<file path="config.mk">
export PLATFORM = sky130hd
export DESIGN_NAME = jttms_vtimer
export DESIGN_NICKNAME = d
export VERILOG_FILES = /design/src/rtl/jttms_vtimer_pkg.sv /design/src/rtl/jttms_vtimer_axis.sv /design/src/rtl/jttms_vtimer.sv
export SDC_FILE = /design/constraint.sdc
export NUM_CORES = 1
export LEC_CHECK = 0
export BUFFER_PORTS_ARGS = -buffer_cell sky130_fd_sc_hd__buf_2
export CORE_MARGIN = 4
export CORE_UTILIZATION = 60
export DETAILED_ROUTE_END_ITERATION = 6
export GPL_ROUTABILITY_DRIVEN = 0
export PLACE_DENSITY_LB_ADDON = 0.08
export SYNTH_ARGS = -nofsm -noshare
export SYNTH_HDL_FRONTEND = slang
export SYNTH_SLANG_ARGS = --single-unit
</file>
<file path="constraint.sdc">
create_clock -name clk -period 7.9 [get_ports clk]
set_input_delay 1.975 -clock clk [delete_from_list [all_inputs] [get_ports clk]]
set_output_delay 1.975 -clock clk [all_outputs]
set_load 0.005 [all_outputs]
</file>
<file path="src/rtl/jttms_vtimer_pkg.sv">
// jttms_vtimer_pkg: register map and field positions for the video timer.
// Shared by the top and the per-axis counter.
package jttms_vtimer_pkg;

    localparam int DEF_CW = 12;
    localparam int NTREG  = 9;

    localparam logic [3:0] A_HS_END   = 4'd0;
    localparam logic [3:0] A_HB_END   = 4'd1;
    localparam logic [3:0] A_HB_START = 4'd2;
    localparam logic [3:0] A_H_TOTAL  = 4'd3;
    localparam logic [3:0] A_VS_END   = 4'd4;
    localparam logic [3:0] A_VB_END   = 4'd5;
    localparam logic [3:0] A_VB_START = 4'd6;
    localparam logic [3:0] A_V_TOTAL  = 4'd7;
    localparam logic [3:0] A_V_INT    = 4'd8;
    localparam logic [3:0] A_CTRL     = 4'd9;
    localparam logic [3:0] A_STATUS   = 4'd10;
    localparam logic [3:0] A_HCNT     = 4'd11;
    localparam logic [3:0] A_VCNT     = 4'd12;

    localparam int CTRL_EN = 0;
    localparam int CTRL_IE = 1;
    localparam int ST_INT  = 0;
    localparam int ST_LVBL = 1;

endpackage

</file>
<file path="src/rtl/jttms_vtimer_axis.sv">
// jttms_vtimer_axis: one timing axis (counter, wrap flag, sync/blank decode).
// Decodes are registered from the next count so they stay aligned with cnt.
module jttms_vtimer_axis
    import jttms_vtimer_pkg::*;
#(
    parameter int CW = DEF_CW
) (
    input  logic          clk,
    input  logic          rst_n,
    input  logic          en,
    input  logic          step,
    input  logic [CW-1:0] total,
    input  logic [CW-1:0] sync_end,
    input  logic [CW-1:0] blank_end,
    input  logic [CW-1:0] blank_start,
    output logic [CW-1:0] cnt,
    output logic          wrap,
    output logic          sync,
    output logic          lbl
);

    logic [CW-1:0] cnt_nx;

    // A total below cnt never matches, so the count rolls over modulo 2^CW
    always_comb begin
        wrap   = en && step && (cnt == total);
        cnt_nx = cnt;
        if (!en)
            cnt_nx = '0;
        else if (wrap)
            cnt_nx = '0;
        else if (step)
            cnt_nx = cnt + CW'(1);
    end

    always_ff @(posedge clk or negedge rst_n) begin
        if (!rst_n) begin
            cnt  <= '0;
            sync <= 1'b0;
            lbl  <= 1'b0;
        end else begin
            cnt  <= cnt_nx;
            sync <= cnt_nx < sync_end;
            lbl  <= (cnt_nx >= blank_end) && (cnt_nx < blank_start);
        end
    end

endmodule

</file>
<file path="src/rtl/jttms_vtimer.sv">
// jttms_vtimer: host-programmable video timing generator with line interrupt.
// Define JTTMS_VTIMER_SHADOW_EN to latch timing writes at the frame wrap.
module jttms_vtimer
    import jttms_vtimer_pkg::*;
#(
    parameter int            CW       = DEF_CW,
    parameter logic [CW-1:0] HS_END   = CW'('h010),
    parameter logic [CW-1:0] HB_END   = CW'('h020),
    parameter logic [CW-1:0] HB_START = CW'('h1f0),
    parameter logic [CW-1:0] H_TOTAL  = CW'('h1ff),
    parameter logic [CW-1:0] VS_END   = CW'('h004),
    parameter logic [CW-1:0] VB_END   = CW'('h010),
    parameter logic [CW-1:0] VB_START = CW'('h0f0),
    parameter logic [CW-1:0] V_TOTAL  = CW'('h0ff),
    parameter logic [CW-1:0] V_INT    = CW'('h000)
) (
    input  logic          clk,
    input  logic          rst_n,
    input  logic          pxl_cen,
    input  logic [3:0]    addr,
    input  logic [15:0]   din,
    input  logic          wr,
    input  logic          rd,
    output logic [15:0]   dout,
    output logic [CW-1:0] hcnt,
    output logic [CW-1:0] vcnt,
    output logic          hs,
    output logic          vs,
    output logic          lhbl,
    output logic          lvbl,
    output logic          blank,
    output logic          int_n
);

    logic [CW-1:0] act [NTREG];
    logic          en, ie, int_q;
    logic          h_wrap, v_wrap;
    logic          h_sync, h_lbl, v_sync, v_lbl;
    logic [CW-1:0] v_nx;
    logic          wr_t, clr, set;
    logic [15:0]   rdata;

    function automatic logic [CW-1:0] rst_val(input int i);
        case (i)
            0:       rst_val = HS_END;
            1:       rst_val = HB_END;
            2:       rst_val = HB_START;
            3:       rst_val = H_TOTAL;
            4:       rst_val = VS_END;
            5:       rst_val = VB_END;
            6:       rst_val = VB_START;
            7:       rst_val = V_TOTAL;
            default: rst_val = V_INT;
        endcase
    endfunction

    generate
        if (CW < 16) begin : g_pad
            logic unused_din;
            assign unused_din = ^din[15:CW];
        end
    endgenerate

    assign wr_t = wr && (addr <= A_V_INT);

    jttms_vtimer_axis #(.CW(CW)) u_h (
        .clk         (clk),
        .rst_n       (rst_n),
        .en          (en),
        .step        (pxl_cen),
        .total       (act[A_H_TOTAL]),
        .sync_end    (act[A_HS_END]),
        .blank_end   (act[A_HB_END]),
        .blank_start (act[A_HB_START]),
        .cnt         (hcnt),
        .wrap        (h_wrap),
        .sync        (h_sync),
        .lbl         (h_lbl)
    );

    jttms_vtimer_axis #(.CW(CW)) u_v (
        .clk         (clk),
        .rst_n       (rst_n),
        .en          (en),
        .step        (h_wrap),
        .total       (act[A_V_TOTAL]),
        .sync_end    (act[A_VS_END]),
        .blank_end   (act[A_VB_END]),
        .blank_start (act[A_VB_START]),
        .cnt         (vcnt),
        .wrap        (v_wrap),
        .sync        (v_sync),
        .lbl         (v_lbl)
    );

    assign hs    = h_sync & en;
    assign lhbl  = h_lbl & en;
    assign vs    = v_sync & en;
    assign lvbl  = v_lbl & en;
    assign blank = ~(lhbl & lvbl);
    assign int_n = ~int_q;

    // Line the vertical counter lands on at this horizontal wrap
    assign v_nx = v_wrap ? '0 : vcnt + CW'(1);
    assign set  = h_wrap && ie && (v_nx == act[A_V_INT]);
    assign clr  = wr && (((addr == A_STATUS) && din[ST_INT]) ||
                         ((addr == A_CTRL) && !din[CTRL_IE]));

`ifdef JTTMS_VTIMER_SHADOW_EN
    logic [CW-1:0] shd [NTREG];

    always_ff @(posedge clk or negedge rst_n) begin
        if (!rst_n) begin
            for (int i = 0; i < NTREG; i++) shd[i] <= rst_val(i);
        end else if (wr_t) begin
            shd[addr] <= din[CW-1:0];
        end
    end

    always_ff @(posedge clk or negedge rst_n) begin
        if (!rst_n) begin
            for (int i = 0; i < NTREG; i++) act[i] <= rst_val(i);
        end else if (v_wrap) begin
            for (int i = 0; i < NTREG; i++) act[i] <= shd[i];
        end
    end
`else
    always_ff @(posedge clk or negedge rst_n) begin
        if (!rst_n) begin
            for (int i = 0; i < NTREG; i++) act[i] <= rst_val(i);
        end else if (wr_t) begin
            act[addr] <= din[CW-1:0];
        end
    end
`endif

    always_comb begin
        rdata = '0;
        case (addr)
            A_CTRL:   rdata = 16'({ie, en});
            A_STATUS: rdata = 16'({lvbl, int_q});
            A_HCNT:   rdata = 16'(hcnt);
            A_VCNT:   rdata = 16'(vcnt);
            default: begin
                if (addr <= A_V_INT) begin
`ifdef JTTMS_VTIMER_SHADOW_EN
                    rdata = 16'(shd[addr]);
`else
                    rdata = 16'(act[addr]);
`endif
                end
            end
        endcase
    end

    always_ff @(posedge clk or negedge rst_n) begin
        if (!rst_n) begin
            en    <= 1'b0;
            ie    <= 1'b0;
            int_q <= 1'b0;
            dout  <= '0;
        end else begin
            if (wr && (addr == A_CTRL)) begin
                en <= din[CTRL_EN];
                ie <= din[CTRL_IE];
            end
            int_q <= set | (int_q & ~clr);
            if (rd && !wr)
                dout <= rdata;
        end
    end

endmodule
</file>
==> impl_results.md <==
* Layout area overhead at 10.3%
* Remaining global-route overflow at 0
* Total Nets Final at approximately 1000
* Antenna viol nets, final at 0
* Post-CTS setup buffers at 0
* I/O Buffers at 62
* Worst Clk Skew at between 0.008 and 0.009 ns
* H-Tree Depth at 4
* Tot Pwr at about 2.5 mW
* Latest clock arrival within the worst-skew pair at ~0.44 ns
* Simple-gate share of the synthesized area at between 10 and 15%
* Pre-CTS setup slack at roughly 2.5 ns
* Core ar. at approximately 0.015 sq mm
* Cell area power density at around 240 mW/mm^2
* MaxCap Viol Count at 0
* Synth top area share at about 32%
* Largest net degree at the start of global routing at 84
* Worst VDD drop at approximately 0.21 mV
* DR iter-0 viols at slightly below 800
* Final setup viols at 0
* Clk sinks at ~150
* Async SR Flop Fraction at 100%
* IO Count at between 70 and 80
* Endpoint type of the worst setup path: flop
* Die height at 133 um
* Synth Cell Area at 0.00934 sq mm
* Compound-Gate Fraction of Synth Area at a little under an eighth
* Antenna diodes at 0
* Synth unique cells at 53
* XOR/XNOR share of the synthesized area at under 10%
* WL per Instance at ~22 um
* CTS tree: done
* Max_slew headroom at 27.5%
* Critical path data arrival time at between 5 and 6 ns
* Max-slew violations at 0
* Leak at between 4 and 5 nW
* Most frequent cell after synthesis: dfrtp_1
* CTS clk-pin slew, worst paths at around 0.060 ns
* HP Class: flop to flop
* WP data required at 8.24 ns
* Prevailing post-synth register cell: dfrtp_1
* Max Freq at approximately 200 MHz
* Die area at approximately 0.018 sq mm
* Share of layout cells above drive strength 1 at 24.7%
* Most frequent cells after synthesis: dfrtp_1 (121), nand2_1 (98), ha_1 (70), inv_1 (70), mux2_2 (67)
* Synth Instances at 919
* Final hold violation count at 0
* Yosys warnings at 0
* DRC at 0
* Tcrit/Tclk final at ~65%
* Post-DP Area at 0.00970 sq mm
* # rows at between 40 and 50
* Vias at ~7200
* Post-CTS Hold Buffers at 0
* Hpwl dp at around 18 mm
* Largest family of logic cells by synthesized area: multiplexers
* Placed Instances at roughly 1100
* Drt pass-1 iters at 6
* Root Buffer: clkbuf_16
* Mean post-synth cell area at a little over 10 sq um
* Detailed Route WL at around 25 mm
* Final worst setup slack at 2.80 ns
* Status: finished clean
* Sequential element share of the synthesized area at around 41%
* CTS Buf Count at 17
* RSZ-0062 raised after global routing: no
* Finished Cell Area at around 0.010 sq mm
* Initial antenna violation count at 0
* Resized cells post-CTS at 0
* Vias in the first global route at about 7000
* Number of flops mapped to enable cells by yosys at 0
* Seq cells post-synth at approximately 150
* Drt via density at 6.29
* Slew @ Worst Pin at around 1.1 ns
* Die width at ~130 um
* CTS max path bufs at 2
* Cell accounting for the most synthesized area: dfrtp_1
* Max FO, Critical Path at 16
* First-pass GRT wire length at 40.3 mm
* Crit path kind: input port to flop
* Ranking of synthesized cells by area: dfrtp_1 (32%), ha_1 (9.4%), dfstp_2 (8.4%), mux2_2 (8.1%), mux4_2 (5.8%)
* Fin Setup TNS at 0 ns
* Final period demand of the worst path at between 5 and 6 ns
* Post-synthesis adder-cell area fraction at under 10%
* CP Launch Type: input port
* Fillers at around 1200
* Mux cell area share after synthesis at between 10% and 20%
* Initial Util at slightly above 60%
* Total GRT Usage at 29.7%
* Fin cells at 1150
-- metal layers --
layer | wire, um | track usage [%]
met4 | 456 | 8.31
met2 | 12100 | 47.6
met1 | 11000 | 41.6
met5 | 0 | 0
met3 | 1780 | 5.59
-- cell usage in the layout (no fill, tap or decap), types with 18 or more instances in the layout --
cell	count
dfrtp_1	121
nand2_1	98
inv_1	70
ha_1	70
mux2_2	67
buf_2	61
o21ai_0	60
nor2_1	54
xnor2_1	40
dfstp_2	30
mux4_2	24
a21oi_1	22
xor2_1	21
a21o_1	21
a22oi_1	21
nand4_1	18
-- per-stage QoR --
| stage | utilization, % | hold WS [ns] |
|---|---|---|
| 2_1_floorplan | - | 0.484 |
| 3_3_place_gp | 63.8 | 0.505 |
| 3_5_place_dp | 63.8 | 0.516 |
| 4_1_cts | 67.8 | 0.529 |
| 5_1_grt | 67.8 | 0.540 |
| 6_report | 67.8 | 0.518 |
-- final cells by class --
cell class | instances | area, sq um | share of cell area, %
inverters | 70 | 263 | 2.55
multi-input cells | 637 | 5000 | 48.5
well taps | 188 | 235 | 2.28
repair buffers | 72 | 392 | 3.80
flip-flops and latches | 151 | 3820 | 37.0
clock buffers | 21 | 450 | 4.37
clock inverters | 11 | 150 | 1.46
-- where the power goes --
group / switching (mW) / internal [mW] / leakage, nW
clock network: 0.334 / 0.505 / 0.276
logic: 0.282 / 0.258 / 2.62
registers: 0.129 / 0.946 / 1.82
total: 0.744 / 1.71 / 4.71
-- registers in the layout, summed over array words and instances, names as in the netlist, 12 cells and up --
signal   flops
act        108
u_v.cnt     12
dout        12
u_h.cnt     12
-- path summary, 6_finish.rpt --
kind	start	endpoint	slack [ns]	depth (start not counted)
setup reg to reg	u_h.cnt[0]	u_h.sync	3.52	13
hold reg to reg	act[28]	act[28]	0.52	2
hold / removal	act[28]	act[28]	0.52	2
max in group asynchronous	rst_n	u_h.cnt[1]	4.90	2
min in group asynchronous	rst_n	act[38]	1.58	1
setup / recovery	pxl_cen	u_h.sync	2.80	13
-- critical path, stage by stage --
cell and delay, ns:
buf_2 0.17, nand3_1 0.14, nor4_4 0.81, nand2b_1 0.49
nor2_1 0.21, ha_1 0.34, a21o_1 0.18, a21o_1 0.19
a21o_1 0.21, a21o_1 0.18, a21oi_1 0.17, o21ai_0 0.17
a211oi_1 0.20
-- kinds of logic (layout without fill, tap and decap cells) --
| logic type | count (synthesis) | in the layout |
|---|---|---|
| adders and majority gates | 70 | 70 |
| xor gates and xnor gates | 61 | 61 |
| buffers and inverters | 134 | 174 |
| muxes | 94 | 94 |
| other | 1 | 4 |
| AOI/OAI and AO/OA | 165 | 165 |
| and+or+nand+nor | 243 | 243 |
| DFF | 151 | 151 |
(Power assumes the default switching activity.)
